## config.mk

```make
export PLATFORM = sky130hd
export DESIGN_NAME = fp32_mul_arb
export DESIGN_NICKNAME = d
export VERILOG_FILES = /design/src/rtl/fp32_mul_arb.sv
export SDC_FILE = /design/constraint.sdc
export NUM_CORES = 1
export LEC_CHECK = 0
export BUFFER_PORTS_ARGS = -buffer_cell sky130_fd_sc_hd__buf_2
export CAP_MARGIN = 20
export CORE_AREA = 2 2 157 159
export DETAILED_ROUTE_END_ITERATION = 16
export DIE_AREA = 0 0 159 161
export SYNTH_ARGS = -nofsm -noshare
export SYNTH_HDL_FRONTEND = slang
export SYNTH_SLANG_ARGS = --single-unit
```

## constraint.sdc

```tcl
create_clock -name clk -period 3.8 [get_ports clk]
set_input_delay 0.76 -clock clk [delete_from_list [all_inputs] [get_ports clk]]
set_output_delay 0.76 -clock clk [all_outputs]
set_load 0.1 [all_outputs]
```

## src/rtl/fp32_mul_arb.sv

```systemverilog
// fp32_mul_arb: round-robin arbiter that shares one pipelined FP32 multiplier
// among N_REQ requesters. Each issue pushes its requester index onto an
// in-order tag FIFO. Each multiplier result pops a tag and is returned to the
// requester that issued it.
// Optional feature: define FP32_MUL_ARB_STATS_EN to add the stat_issue and
// stat_stall counters.
module fp32_mul_arb #(
    parameter int N_REQ   = 4,
    parameter int MAX_OUT = 8
) (
    input  logic                  clk,
    input  logic                  rstn,
    input  logic [N_REQ-1:0]      req,
    input  logic [N_REQ*32-1:0]   req_a,
    input  logic [N_REQ*32-1:0]   req_b,
    output logic [N_REQ-1:0]      gnt,
    output logic [N_REQ-1:0]      rsp_valid,
    output logic [31:0]           rsp_y,
    output logic                  mul_valid,
    output logic [31:0]           mul_a,
    output logic [31:0]           mul_b,
    input  logic                  mul_ready,
    input  logic [31:0]           mul_y,
    output logic                  busy,
    output logic                  err_unexp
`ifdef FP32_MUL_ARB_STATS_EN
    ,
    output logic [31:0]           stat_issue,
    output logic [31:0]           stat_stall
`endif
);

    localparam int IDX_W = (N_REQ > 1) ? $clog2(N_REQ) : 1;
    localparam int PTR_W = (MAX_OUT > 1) ? $clog2(MAX_OUT) : 1;
    localparam int CNT_W = PTR_W + 1;

    logic [IDX_W-1:0] r_rr_ptr;
    logic [CNT_W-1:0] r_cnt;
    logic [PTR_W-1:0] r_wr_ptr;
    logic [PTR_W-1:0] r_rd_ptr;
    logic [IDX_W-1:0] r_tag_mem [MAX_OUT];
    logic             r_mul_valid;
    logic [31:0]      r_mul_a;
    logic [31:0]      r_mul_b;
    logic [N_REQ-1:0] r_rsp_valid;
    logic [31:0]      r_rsp_y;
    logic             r_err;

    logic [31:0]      w_a [N_REQ];
    logic [31:0]      w_b [N_REQ];
    logic             w_full;
    logic             w_issue;
    logic             w_pop;
    logic             w_drop;
    logic [N_REQ-1:0] w_gnt;
    logic [IDX_W-1:0] w_gnt_idx;
    logic [IDX_W-1:0] w_pop_tag;
    int               w_cand;

    // Unpack the flat operand buses into per-requester words.
    for (genvar gi = 0; gi < N_REQ; gi++) begin : g_unpack
        assign w_a[gi] = req_a[32*gi +: 32];
        assign w_b[gi] = req_b[32*gi +: 32];
    end

    // A full FIFO blocks grants even if a pop happens in the same cycle.
    // The freed slot can be used on the following cycle.
    assign w_full    = (r_cnt == CNT_W'(MAX_OUT));
    assign w_pop     = mul_ready && (r_cnt != '0);
    assign w_drop    = mul_ready && (r_cnt == '0);
    assign w_pop_tag = r_tag_mem[r_rd_ptr];

    // Round-robin search. It starts at r_rr_ptr and wraps modulo N_REQ.
    // The first active request found wins the grant.
    always_comb begin
        w_gnt     = '0;
        w_gnt_idx = '0;
        w_issue   = 1'b0;
        w_cand    = 0;
        if (rstn && !w_full) begin
            for (int k = 0; k < N_REQ; k++) begin
                w_cand = int'(r_rr_ptr) + k;
                if (w_cand >= N_REQ) begin
                    w_cand = w_cand - N_REQ;
                end
                if (!w_issue && req[w_cand]) begin
                    w_issue        = 1'b1;
                    w_gnt[w_cand]  = 1'b1;
                    w_gnt_idx      = IDX_W'(w_cand);
                end
            end
        end
    end

    // Update the round-robin pointer, the outstanding count and the FIFO pointers.
    always_ff @(posedge clk or negedge rstn) begin
        if (!rstn) begin
            r_rr_ptr <= '0;
            r_cnt    <= '0;
            r_wr_ptr <= '0;
            r_rd_ptr <= '0;
        end else begin
            if (w_issue) begin
                r_rr_ptr <= (w_gnt_idx == IDX_W'(N_REQ - 1)) ? '0 : w_gnt_idx + IDX_W'(1);
                r_wr_ptr <= r_wr_ptr + PTR_W'(1);
            end
            if (w_pop) begin
                r_rd_ptr <= r_rd_ptr + PTR_W'(1);
            end
            if (w_issue && !w_pop) begin
                r_cnt <= r_cnt + CNT_W'(1);
            end else if (!w_issue && w_pop) begin
                r_cnt <= r_cnt - CNT_W'(1);
            end
        end
    end

    // Tag storage. The FIFO is emptied through its pointers, so the
    // storage array itself needs no reset.
    always_ff @(posedge clk) begin
        if (w_issue) begin
            r_tag_mem[r_wr_ptr] <= w_gnt_idx;
        end
    end

    // Issue register. Operands are held between issues.
    always_ff @(posedge clk or negedge rstn) begin
        if (!rstn) begin
            r_mul_valid <= 1'b0;
            r_mul_a     <= '0;
            r_mul_b     <= '0;
        end else begin
            r_mul_valid <= w_issue;
            if (w_issue) begin
                r_mul_a <= w_a[w_gnt_idx];
                r_mul_b <= w_b[w_gnt_idx];
            end
        end
    end

    // Response register. A result that arrives with no tag outstanding is
    // dropped and raises the sticky error flag.
    always_ff @(posedge clk or negedge rstn) begin
        if (!rstn) begin
            r_rsp_valid <= '0;
            r_rsp_y     <= '0;
            r_err       <= 1'b0;
        end else begin
            r_rsp_valid <= w_pop ? (N_REQ'(1) << w_pop_tag) : '0;
            if (w_pop) begin
                r_rsp_y <= mul_y;
            end
            if (w_drop) begin
                r_err <= 1'b1;
            end
        end
    end

`ifdef FP32_MUL_ARB_STATS_EN
    logic [31:0] r_stat_issue;
    logic [31:0] r_stat_stall;

    // Count issues, and count cycles where a request is stalled because the FIFO is full.
    always_ff @(posedge clk or negedge rstn) begin
        if (!rstn) begin
            r_stat_issue <= '0;
            r_stat_stall <= '0;
        end else begin
            if (w_issue) begin
                r_stat_issue <= r_stat_issue + 32'd1;
            end
            if ((req != '0) && w_full) begin
                r_stat_stall <= r_stat_stall + 32'd1;
            end
        end
    end

    assign stat_issue = r_stat_issue;
    assign stat_stall = r_stat_stall;
`endif

    assign gnt       = w_gnt;
    assign mul_valid = r_mul_valid;
    assign mul_a     = r_mul_a;
    assign mul_b     = r_mul_b;
    assign rsp_valid = r_rsp_valid;
    assign rsp_y     = r_rsp_y;
    assign busy      = (r_cnt != '0);
    assign err_unexp = r_err;

endmodule
```

==> impl_metrics.py <==
metrics = {
    "critical_path": {
        "reg2regPathDepth": 9,
        "arrival_ns": 2.78,
        "crit_type": "reg -> out",
        "r2r_start": "r_rr_ptr[0]",
        "required_ns": 3.04,
        "path_max_fanout": 7,
        "endpoint_kind": "primary output",
        "cp-endpoint": "gnt[0]",
        "crit_start": "r_rr_ptr[0]",
        "r2r_slack_ns": 0.43,
        "r2r-end": "mul_b[0]",
        "critPathLaunchType": "flop",
    },
    "synthesis": {
        "syn-instance-count": 646,
        "yosysTopAreaCellShare": 0.381,
        "synthArstFlopShare": 0.877,
        "yosysTopAreaCell": "dfrtp_1",
        "yosysMostFrequentCell": "mux2i_1",
        "ys.flop_type": "dfrtp_1",
        "yosys_register_bits": 130,
        "synth.net_count": 951,
        "netlist_top_cells_area": "dfrtp_1 38%, mux2i_1 18%, a221oi_2 13%",
        "synth_edf_count": 16,
        "yosysWarnings": 0,
        "avgSynthCellArea_um2": 11.6,
        "ys_seq_area_frac": 0.445,
        "yosysUniqueCellTypes": 46,
        "synth_commonest_cells": "131 x mux2i_1, 114 x dfrtp_1, 113 x nand2_1, 81 x nor2_1, 64 x a221oi_2",
        "syn_area_um2": 7490,
    },
    "sta": {
        "slew_headroom": 0.335,
        "rsz0062_at_grt": "false",
        "fin_crit_sh": 0.931,
        "finalSetupViolCount": 0,
        "fmax_ghz": 0.283,
        "finalClockSkew_ns": 0.0102,
        "maxSlewViolCount": 0,
        "fin_worst_hold_slack_ns": 0.468,
        "finalCriticalPeriod_ns": 3.54,
        "fin_tns_setup_ns": 0,
        "worst_pin_slew_ns": 0.995,
        "hold_viol": 0,
    },
    "placement": {
        "hpwlAfterDp_um": 18100,
        "port_buffers": 401,
        "place_congestion": 0.801,
    },
    "floorplan": {
        "die_w_um": 159,
        "ios": 402,
        "core_area_um2": 24000,
        "die_area_um2": 25600,
        "initial_utilization": 0.313,
        "rows": 57,
        "die_height_um": 161,
    },
    "cts": {
        "clock_latency_ns": 0.41,
        "cts_buffers": 17,
        "clockRootBuffer": "clkbuf_16",
        "clkTransAtPathRegs_ns": 0.06,
        "cts_tree": "done",
        "postCtsHoldBufs": 0,
        "cts_sinks": 130,
        "clockBufferDepth": 2,
        "h-tree-depth": 4,
    },
    "global_routing": {
        "grt_antenna_before_repair": 3,
        "grt_max_degree": 72,
        "grt_overflow": 0,
        "grt_first_pass_wirelength_um": 36700,
        "grt_use_total": 0.183,
        "grt_pass1_vias": 6526,
    },
    "route": {
        "dr.first_iter.drc_count": 362,
        "drc": 0,
        "wirelength_um": 23900,
        "ant_nets": 0,
        "num_vias": 6454,
        "routed_via_density": 4.71,
        "dr.pass1.iters": 4,
        "wire_per_inst_um": 17.4,
    },
    "cells_and_area": {
        "drive_gt1_frac": 0.511,
        "nets": 1337,
        "area_delta_synth_final_pct": 37.9,
    },
    "min_path": {
        "holdCritPathClass": "reg -> reg",
    },
    "power_and_ir_drop": {
        "ir_worst_vdd_mv": 0.844,
        "p_leak_uw": 0.00549,
        "power_density_nw_per_um2": 1130,
    },
    "run_status": {
        "outcome": "complete, no violations",
    },
    "run": {
        "maxCapViolCount": 0,
    },
}
## stage by stage
stage | worst slack [ns] | total power [uW] | cells | util | instance area, um^2
floorplan | 0.166 | 8890 | 646 | - | 7500
global placement | 0.362 | 10100 | 1337 | 0.407 | 9760
detailed placement | 0.325 | 10200 | 1337 | 0.407 | 9760
CTS | 0.174 | 11800 | 1369 | 0.431 | 10300
global route | 0.0908 | 12200 | 1369 | 0.431 | 10300
finish | 0.264 | 11700 | 1371 | 0.431 | 10300
## cells by family (layout without fill, tap and decap cells)
kind of cell | after synthesis | after routing | synth area share
AOI/OAI and AO/OA | 86 | 86 | 0.151
xor gates and xnor gates | 9 | 9 | 0.0105
adders and majority gates | 10 | 10 | 0.0177
buffers and inverters | 54 | 453 | 0.0551
DFF | 130 | 130 | 0.445
muxes | 142 | 142 | 0.204
other | 0 | 2 | 0
and+or+nand+nor | 215 | 215 | 0.117
## final cells by class
type | count | area, um^2
tap | 324 | 405
sequential | 130 | 3330
inverter | 7 | 26.3
clock buffer | 20 | 457
antenna | 2 | 5.00
fill | 2335 | 13600
timing repair buffer | 414 | 2230
clock inverter | 12 | 106
multi-input combinational | 462 | 3760
## worst min-delay path by stage
| stage | slack [ns] | depth (start not counted) | start | endpoint |
|---|---|---|---|---|
| global placement | 0.45 | 2 | rsp_y[15] | rsp_y[15] |
| global route | 0.48 | 2 | rsp_y[18] | rsp_y[18] |
| CTS | 0.47 | 2 | rsp_y[3] | rsp_y[3] |
| floorplan | 0.46 | 0 | rstn | err_unexp |
| finish | 0.47 | 2 | rsp_y[3] | rsp_y[3] |
| detailed placement | 0.46 | 2 | rsp_y[29] | rsp_y[29] |
## sequential cells by signal, summed over array words and instances, names as in the netlist
register / flops
rsp_valid: 4
r_cnt: 4
mul_valid: 1
err_unexp: 1
r_wr_ptr: 3
r_rr_ptr: 2
r_tag_mem: 16
r_rd_ptr: 3
mul_b: 32
mul_a: 32
rsp_y: 32
## cells in the final DEF, fill, tap and decap left out, types with 3 or more instances in the layout
cell	instances
buf_12	9
mux2_2	3
buf_4	9
dfrtp_1	114
nor2b_1	3
clkbuf_16	17
xnor2_1	7
a221oi_1	4
inv_1	5
clkinv_2	4
mux2i_1	131
a22oi_1	4
nor3_1	4
nor2_1	77
ha_1	9
nand2_1	113
edfxtp_1	16
a221oi_2	64
nor2_2	4
buf_2	396
mux4_2	8
## power breakdown
part	internal (uW)	total, uW	switching [uW]	leakage, uW
logic	2020	7740	5730	0.00375
registers	2010	2360	356	0.00146
clock network	937	1590	649	0.000277
## layer usage
metal  vias to the layer above  global-route usage  wire [um]
met5                         -                   0         13
met4                         2              0.0413        229
met3                        18              0.0580       1890
met2                       257               0.302      11400
met1                      3050               0.236      10400
li1                       3127                   -          -
## timing repair
action | in CTS | in global routing
buffers inserted | 0 | 0
endpoints found under the setup margin | 0 | 2
gates resized for setup | 0 | 1
## critical path, stage by stage (launching register included)
cell,delay [ns]
dfrtp_1,0.34
inv_1,0.08
ha_1,0.39
mux4_2,0.63
nor3_2,0.21
and2_2,0.24
a221oi_1,0.11
nor2_2,0.16
buf_12,0.20
(Power assumes the default switching activity.)
